## src/rtl/usb_rx_phy_if.sv

```systemverilog
// Raw FS line pair into the receive front-end and its decoded byte/framing stream out.
interface usb_rx_phy_if;
  logic       usb_d_p;
  logic       usb_d_n;
  logic       rx_active;
  logic [7:0] rx_byte;
  logic       rx_byte_valid;
  logic       rx_eop;
  logic       rx_error;
  logic       bus_reset;

  modport master (
    input  usb_d_p, usb_d_n,
    output rx_active, rx_byte, rx_byte_valid, rx_eop, rx_error, bus_reset
  );

  modport slave (
    output usb_d_p, usb_d_n,
    input  rx_active, rx_byte, rx_byte_valid, rx_eop, rx_error, bus_reset
  );
endinterface

```

## src/rtl/usb_rx_phy.sv

```systemverilog
// FS USB receive front-end: sync, DPLL, NRZI, SYNC/unstuff/byte assembly, EOP and bus reset.
// Strobes fire 1 cycle after the deciding sample point; no backpressure, the stream is free-running.
module usb_rx_phy #(
  parameter int SE0_RESET_CYCLES  = 120,
  parameter int IDLE_RECOVER_BITS = 8
) (
  input  logic         clock48,
  input  logic         reset,
  usb_rx_phy_if.master phy
);

  typedef enum logic [2:0] {
    ST_IDLE,
    ST_SYNC,
    ST_DATA,
    ST_EOP,
    ST_ERR_WAIT
  } state_t;

  localparam logic [1:0] LS_SE0 = 2'b00;
  localparam logic [1:0] LS_K   = 2'b01;
  localparam logic [1:0] LS_J   = 2'b10;
  localparam logic [1:0] LS_SE1 = 2'b11;

  localparam int SE0_W  = $clog2(SE0_RESET_CYCLES + 1);
  localparam int IDLE_W = $clog2(IDLE_RECOVER_BITS + 1);

  logic [1:0]        p_sync, n_sync;
  logic [1:0]        line, line_d;
  logic [1:0]        phase, phase_eff;
  logic              is_jk, jk_edge, sample, bit_val;
  logic [SE0_W-1:0]  se0_cnt;
  logic              bus_reset_c;

  state_t            state, state_n;
  logic [2:0]        bit_cnt, bit_cnt_n;
  logic [2:0]        ones_cnt, ones_n;
  logic [6:0]        shreg, shreg_n;
  logic [1:0]        prev_level, prev_n;
  logic              partial, partial_n;
  logic              se0_seen, se0_seen_n;
  logic [IDLE_W-1:0] idle_cnt, idle_cnt_n;
  logic              err_c, eop_c, byte_c;

  logic              rx_active_q, rx_active_n;
  logic [7:0]        rx_byte_q;
  logic              byte_vld_q, byte_vld_n;
  logic              eop_q, eop_n;
  logic              err_q, err_n;

  // Synchronisers park at J so reset release never looks like a J->K start.
  always_ff @(posedge clock48 or posedge reset) begin
    if (reset) begin
      p_sync <= 2'b11;
      n_sync <= 2'b00;
      line_d <= LS_J;
    end else begin
      p_sync <= {p_sync[0], phy.usb_d_p};
      n_sync <= {n_sync[0], phy.usb_d_n};
      line_d <= line;
    end
  end

  assign line      = {p_sync[1], n_sync[1]};
  assign is_jk     = (line == LS_J) || (line == LS_K);
  assign jk_edge   = is_jk && (line != line_d);
  assign phase_eff = jk_edge ? 2'd0 : phase;
  assign sample    = (phase_eff == 2'd2);
  assign bit_val   = (line == prev_level);

  always_ff @(posedge clock48 or posedge reset) begin
    if (reset) begin
      phase   <= 2'd0;
      se0_cnt <= '0;
    end else begin
      phase <= phase_eff + 2'd1;
      if (line != LS_SE0)
        se0_cnt <= '0;
      else if (se0_cnt != SE0_W'(SE0_RESET_CYCLES))
        se0_cnt <= se0_cnt + 1'b1;
    end
  end

  assign bus_reset_c = (se0_cnt == SE0_W'(SE0_RESET_CYCLES)) && (line == LS_SE0);

  always_ff @(posedge clock48 or posedge reset) begin
    if (reset) begin
      state      <= ST_IDLE;
      bit_cnt    <= 3'd0;
      ones_cnt   <= 3'd0;
      shreg      <= 7'd0;
      prev_level <= LS_J;
      partial    <= 1'b0;
      se0_seen   <= 1'b0;
      idle_cnt   <= '0;
    end else begin
      state      <= state_n;
      bit_cnt    <= bit_cnt_n;
      ones_cnt   <= ones_n;
      shreg      <= shreg_n;
      prev_level <= prev_n;
      partial    <= partial_n;
      se0_seen   <= se0_seen_n;
      idle_cnt   <= idle_cnt_n;
    end
  end

  always_comb begin
    state_n    = state;
    bit_cnt_n  = bit_cnt;
    ones_n     = ones_cnt;
    shreg_n    = shreg;
    prev_n     = prev_level;
    partial_n  = partial;
    se0_seen_n = se0_seen;
    idle_cnt_n = idle_cnt;
    err_c      = 1'b0;
    eop_c      = 1'b0;
    byte_c     = 1'b0;

    case (state)
      ST_IDLE: begin
        if (line_d == LS_J && line == LS_K) begin
          state_n   = ST_SYNC;
          prev_n    = LS_J;
          bit_cnt_n = 3'd0;
        end
      end

      ST_SYNC: begin
        if (sample) begin
          if (!is_jk) begin
            err_c   = 1'b1;
            state_n = ST_ERR_WAIT;
          end else begin
            prev_n = line;
            // Seven zeros then a single one closes the SYNC.
            if (bit_val != (bit_cnt == 3'd7)) begin
              err_c   = 1'b1;
              state_n = ST_ERR_WAIT;
            end else if (bit_cnt == 3'd7) begin
              state_n   = ST_DATA;
              bit_cnt_n = 3'd0;
              ones_n    = 3'd0;
            end else begin
              bit_cnt_n = bit_cnt + 3'd1;
            end
          end
        end
      end

      ST_DATA: begin
        if (sample) begin
          if (line == LS_SE0) begin
            state_n    = ST_EOP;
            partial_n  = (bit_cnt != 3'd0);
            se0_seen_n = 1'b0;
          end else if (line == LS_SE1) begin
            err_c   = 1'b1;
            state_n = ST_ERR_WAIT;
          end else begin
            prev_n = line;
            if (ones_cnt == 3'd6) begin
              if (bit_val) begin
                err_c   = 1'b1;
                state_n = ST_ERR_WAIT;
              end else begin
                ones_n = 3'd0;
              end
            end else begin
              ones_n    = bit_val ? ones_cnt + 3'd1 : 3'd0;
              shreg_n   = {bit_val, shreg[6:1]};
              bit_cnt_n = bit_cnt + 3'd1;
              byte_c    = (bit_cnt == 3'd7);
            end
          end
        end
      end

      ST_EOP: begin
        if (sample) begin
          if (!se0_seen) begin
            if (line == LS_SE0) begin
              se0_seen_n = 1'b1;
            end else begin
              err_c   = 1'b1;
              state_n = ST_ERR_WAIT;
            end
          end else if (line == LS_J) begin
            err_c   = partial;
            eop_c   = !partial;
            state_n = ST_IDLE;
          end else if (line != LS_SE0) begin
            err_c   = 1'b1;
            state_n = ST_ERR_WAIT;
          end
        end
      end

      ST_ERR_WAIT: begin
        if (sample) begin
          case (line)
            LS_J: begin
              if (se0_seen || idle_cnt == IDLE_W'(IDLE_RECOVER_BITS - 1))
                state_n = ST_IDLE;
              else
                idle_cnt_n = idle_cnt + 1'b1;
            end
            LS_SE0: begin
              se0_seen_n = 1'b1;
              idle_cnt_n = '0;
            end
            default: begin
              se0_seen_n = 1'b0;
              idle_cnt_n = '0;
            end
          endcase
        end
      end

      default: state_n = ST_IDLE;
    endcase

    if (state_n == ST_ERR_WAIT && state != ST_ERR_WAIT) begin
      idle_cnt_n = '0;
      se0_seen_n = 1'b0;
    end

    if (bus_reset_c)
      state_n = ST_IDLE;
  end

  // A bus reset swallows any strobe; otherwise error beats EOP beats byte.
  always_comb begin
    rx_active_n = (state_n == ST_DATA) || (state_n == ST_EOP);
    err_n       = 1'b0;
    eop_n       = 1'b0;
    byte_vld_n  = 1'b0;
    if (!bus_reset_c) begin
      if (err_c)
        err_n = 1'b1;
      else if (eop_c)
        eop_n = 1'b1;
      else if (byte_c)
        byte_vld_n = 1'b1;
    end
  end

  always_ff @(posedge clock48 or posedge reset) begin
    if (reset) begin
      rx_active_q <= 1'b0;
      rx_byte_q   <= 8'd0;
      byte_vld_q  <= 1'b0;
      eop_q       <= 1'b0;
      err_q       <= 1'b0;
    end else begin
      rx_active_q <= rx_active_n;
      byte_vld_q  <= byte_vld_n;
      eop_q       <= eop_n;
      err_q       <= err_n;
      if (byte_vld_n)
        rx_byte_q <= {bit_val, shreg};
    end
  end

  assign phy.rx_active     = rx_active_q;
  assign phy.rx_byte       = rx_byte_q;
  assign phy.rx_byte_valid = byte_vld_q;
  assign phy.rx_eop        = eop_q;
  assign phy.rx_error      = err_q;
  assign phy.bus_reset     = bus_reset_c;

endmodule

```

## src/flat_wrapper.sv

```systemverilog
// flat-port wrapper written by rule: the top's interface ports become plain ports
module usb_rx_phy_flat 
#(
  parameter int SE0_RESET_CYCLES  = 120,
  parameter int IDLE_RECOVER_BITS = 8
)
  (clock48, reset, phy_usb_d_p, phy_usb_d_n, phy_rx_active, phy_rx_byte, phy_rx_byte_valid, phy_rx_eop, phy_rx_error, phy_bus_reset);
  usb_rx_phy_if phy_i ();
  input  logic clock48;
  input  logic reset;
  input wire logic [$bits(phy_i.usb_d_p)-1:0] phy_usb_d_p;
  input wire logic [$bits(phy_i.usb_d_n)-1:0] phy_usb_d_n;
  output wire logic [$bits(phy_i.rx_active)-1:0] phy_rx_active;
  output wire logic [$bits(phy_i.rx_byte)-1:0] phy_rx_byte;
  output wire logic [$bits(phy_i.rx_byte_valid)-1:0] phy_rx_byte_valid;
  output wire logic [$bits(phy_i.rx_eop)-1:0] phy_rx_eop;
  output wire logic [$bits(phy_i.rx_error)-1:0] phy_rx_error;
  output wire logic [$bits(phy_i.bus_reset)-1:0] phy_bus_reset;
  assign phy_i.usb_d_p = phy_usb_d_p;
  assign phy_i.usb_d_n = phy_usb_d_n;
  assign phy_rx_active = phy_i.rx_active;
  assign phy_rx_byte = phy_i.rx_byte;
  assign phy_rx_byte_valid = phy_i.rx_byte_valid;
  assign phy_rx_eop = phy_i.rx_eop;
  assign phy_rx_error = phy_i.rx_error;
  assign phy_bus_reset = phy_i.bus_reset;
  usb_rx_phy #(.SE0_RESET_CYCLES(SE0_RESET_CYCLES), .IDLE_RECOVER_BITS(IDLE_RECOVER_BITS)) u_core (.clock48(clock48), .reset(reset), .phy(phy_i));
endmodule
```

## config.mk

```make
export PLATFORM = sky130hd
export DESIGN_NAME = usb_rx_phy_flat
export DESIGN_NICKNAME = d
export VERILOG_FILES = /design/src/rtl/usb_rx_phy_if.sv /design/src/rtl/usb_rx_phy.sv /design/src/flat_wrapper.sv
export SDC_FILE = /design/constraint.sdc
export NUM_CORES = 1
export LEC_CHECK = 0
export CAP_MARGIN = 20
export CORE_MARGIN = 2
export CORE_UTILIZATION = 30
export DETAILED_ROUTE_END_ITERATION = 6
export GPL_ROUTABILITY_DRIVEN = 0
export MAX_ROUTING_LAYER = met4
export PLACE_DENSITY = 0.57
export SYNTH_ARGS = -nofsm -noshare
export SYNTH_HDL_FRONTEND = slang
export SYNTH_SLANG_ARGS = --single-unit
```

## constraint.sdc

```tcl
create_clock -name clock48 -period 3.09 [get_ports clock48]
set_input_delay 0.618 -clock clock48 [delete_from_list [all_inputs] [get_ports clock48]]
set_output_delay 0.618 -clock clock48 [all_outputs]
set_load 0.005 [all_outputs]
```

==> run summary <==
============================================================================
GR Util met2                                                          16.58%
Clock H-tree levels                                                        2
Area of combinational cells with multiple inputs                    1287 µm²
Total power per unit cell area                                  553.6 nW/µm²
Clock tree from TritonCTS                                                yes
Max Fclk                                                          0.3573 GHz
Post-DRT Antenna Nets                                                      0
Actual slew at the worst max-slew pin                              0.5197 ns
Number of design rule violations left after detail routing                 0
Routed WL per cell                                                  13.54 µm
Fraction of layout cells with a size suffix above 1                   17.22%
Half-perimeter wire length after detailed placement                  3645 µm
Deepest clock path buffer count                                            2
Type of the setup path with the least slack                     register to output pin
Adder-cell share of the synthesized area                              6.035%
Area contributors post-synth                                    dfrtp_1 (44%), mux2_2 (6.7%), ha_1 (6.0%)
Reported max-cap violation count                                           0
Critical-path cell list                                         inv_1, ha_2, clkinv_2, nor3_2, clkdlybuf4s50_1
Die Area                                                            9757 µm²
Register bit count reported by yosys                                      51
Crit Reg-Reg Endpoint                                           u_core.bit_cnt[0]$_DFFE_PP0P_
Number of synthesized flops with an enable pin                             0
GR peak layer                                                           met1
Crit path required time                                              2.47 ns
Port Buffers                                                              16
Register share of total power                                          48.0%
Minimum clock period                                                2.798 ns
Final count of negative-setup-slack endpoints                              0
Standard-cell row count                                                   34
Total negative slack                                                    0 ns
Antenna violations before repair                                           0
Cell with the largest stage delay on the worst path             clkdlybuf4s50_1
Number of slew-limit violations in the final report                        0
IR drop worst, VDD                                                  208.8 µV
Clock network latency to the later pin of the worst-skew pair        0.32 ns
Int Power                                                         0.001100 W
Switching power total                                            0.0006067 W
Combinational power share                                              26.1%
Hold Vio Cnt, Final                                                        0
Clock network fraction of total power                                  25.9%
Synth Net Count                                                          271
Number of cells on the worst hold path                                     0
Fraction of met1 tracks used by global routing                        16.60%
Antenna diode instance count                                               0
Iter 0 DRT Violations                                                    153
Cell taking the most area after synthesis                            dfrtp_1
GRT Resource Usage Total                                              11.60%
Largest fanout of any net on the critical path                             8
Endpoint with the worst hold slack                              u_core.n_sync[1]$_DFF_PP0_
Clock Skews                                                       0.01189 ns
Initial Util                                                          30.90%
Footprint of the flip-flops and latches                             1281 µm²
Die H                                                               98.78 µm
Main flop type after synthesis                                       dfrtp_1
Pin count of the biggest net entering global routing                      30
Netlist area before placement                                       2695 µm²
Wire length after detailed routing                                   5160 µm
Cell family with the largest share of critical-path delay       buffers and inverters
Global-route track usage on met3                                      2.128%
Root buffer cell                                                    clkbuf_8
DR vias                                                                 1888
Number of cells produced by synthesis                                    254
Final worst-path cycle share                                          90.56%
Setup slack at placement                                           0.3165 ns
Unrepaired setup endpoints after global routing                           no
Headroom to the max-slew limit                                        65.31%
Clk sinks                                                                 51
Sort of element at the start of the critical path                   register
Post-synth top area share                                             43.64%
Combinational family with the most area after synthesis         simple AND/OR/NAND/NOR gates
Final critical-path setup slack                                    0.2916 ns
FF-to-FF path depth                                                       10
Leading cell types in the layout, fill and taps excluded        dfrtp_1 (47), inv_1 (18), nor2_1 (17)
Portion of netlist area occupied by mux cells                         8.217%
Compound-cell area share of the yosys netlist                         13.93%
Most common cell after layout, fill and taps aside                   dfrtp_1
Fraction of registers with async set or reset after synthesis         100.0%
Global-route wire length before repair                               8976 µm
Final #Nets                                                              289
Width of the chip                                                   98.78 µm
R2r setup slk                                                        0.35 ns
I/O pin total                                                             17
Number of filler instances in the final layout                           873
Number of buffers added for setup after CTS                                0
Sequential share of the synthesized area                              47.54%
Clock-pin slew on the worst setup and hold paths                     0.11 ns
Core area                                                           8721 µm²
Simple-gate area share of the yosys netlist                           16.06%
Start of the worst register-to-register path                    u_core.p_sync[1]$_DFF_PP1_
Static leakage power                                                1.401 nW
Start point of the worst min-delay path                         u_core.n_sync[0]$_DFF_PP0_
Number of clock buffers inserted by TritonCTS                              5
Distinct cells, synth                                                     64
Fraction of synthesized cell area in xor and xnor cells               3.250%
Count of TritonRoute iterations in the first routing pass                  4
Final Instance Area                                                 3083 µm²
Endpoint type of the worst setup path                             output pin
WP buf/inv                                                                 3
Vias per std cell                                                      4.955
Switching power as a share of total power                             35.55%
Standard cell area after detailed placement                         2974 µm²
Area added between synthesis and finish                               14.39%
Signal arrival time at the worst endpoint                            2.18 ns
Type of the most critical hold path                             register to register
Run status                                                      complete, no violations
Delay contributed by the slowest stage of the critical path          0.53 ns
Warnings from Yosys                                                        0
Remaining global-route overflow                                            0
Average cell area after synthesis                                  10.61 µm²
Via count of the first global-routing pass                              1814
============================================================================
metrics by stage:
step | power (W) | cells | util, % | hold WS, ns
finish | 0.001707 | 381 | 35.35 | 0.3608
global route | 0.001815 | 381 | 35.35 | 0.3791
CTS | 0.001724 | 381 | 35.27 | 0.3618
detailed placement | 0.001278 | 373 | 34.10 | 0.3347
global placement | 0.001274 | 373 | 34.10 | 0.3405
floorplan | 0.001178 | 254 | - | 0.3312
cell usage after synthesis, types with 5 or more instances:
| cell type | n |
|---|---|
| a21oi_1 | 10 |
| a31oi_1 | 5 |
| dfrtp_1 | 47 |
| ha_1 | 13 |
| inv_1 | 19 |
| mux2_2 | 16 |
| nand2_1 | 13 |
| nand2b_1 | 5 |
| nand3_1 | 11 |
| nor2_1 | 17 |
| o21ai_0 | 10 |
| xor2_1 | 6 |
routing by layer:
metal	share of wire, %	vias to the layer above	routed length, µm
met3	2.5	9	131
met2	44	27	2255
met4	1.8	0	91
met1	52	916	2681
li1	-	936	-
met5	0	-	0
logic make-up after synthesis:
kind of cell             after synthesis
multiplexers                          20
flip-flops                            51
buffers and inverters                 29
adder cells (fa/ha/maj)               13
XOR/XNOR                              10
AND/OR/NAND/NOR                       77
AO/OA/AOI/OAI                         54
timing repair:
action                                  CTS  global route
gates resized for setup                   1             2
hold buffers                              0             0
pin swaps                                 0             0
endpoints found under the setup margin    1             1
sequential cells by signal (all words and copies together) (netlist names), 2 cells and up:
signal	cells
u_core.phase	2
u_core.line_d	2
u_core.shreg	7
u_core.state	3
u_core.phy.rx_byte	8
u_core.ones_cnt	3
u_core.prev_level	2
u_core.se0_cnt	7
u_core.bit_cnt	3
u_core.idle_cnt	4
u_core.p_sync	2
u_core.n_sync	2
worst max path at each step:
stage / from / end / slack (ns) / cells past startpoint
2_1_floorplan: u_core.p_sync[1]$_DFF_PP1_ / u_core.bit_cnt[0]$_DFFE_PP0P_ / 0.29 / 11
3_3_place_gp: u_core.n_sync[1]$_DFF_PP0_ / phy_bus_reset / 0.39 / 5
3_5_place_dp: u_core.p_sync[1]$_DFF_PP1_ / u_core.bit_cnt[0]$_DFFE_PP0P_ / 0.32 / 10
4_1_cts: u_core.n_sync[1]$_DFF_PP0_ / phy_bus_reset / 0.06 / 5
5_1_grt: u_core.n_sync[1]$_DFF_PP0_ / phy_bus_reset / 0.09 / 5
6_report: u_core.n_sync[1]$_DFF_PP0_ / phy_bus_reset / 0.29 / 5
power groups by stage:
stage	registers (W)	clock network [W]	logic, W
3_5_place_dp	0.000831	0	0.000447
3_3_place_gp	0.000830	0	0.000443
6_report	0.000820	0.000442	0.000445
4_1_cts	0.000819	0.000456	0.000449
2_1_floorplan	0.000796	0	0.000383
5_1_grt	0.000834	0.000480	0.000501
final cells by class:
type	instances	area share [%]
repair buffers	20	6.575
well taps	108	4.383
flip-flops and latches	51	41.56
inverters	20	2.476
clock inverters	3	1.015
multi-input cells	174	41.76
clock buffers	5	2.232
Note: power is estimated with default switching activity, not from simulation.
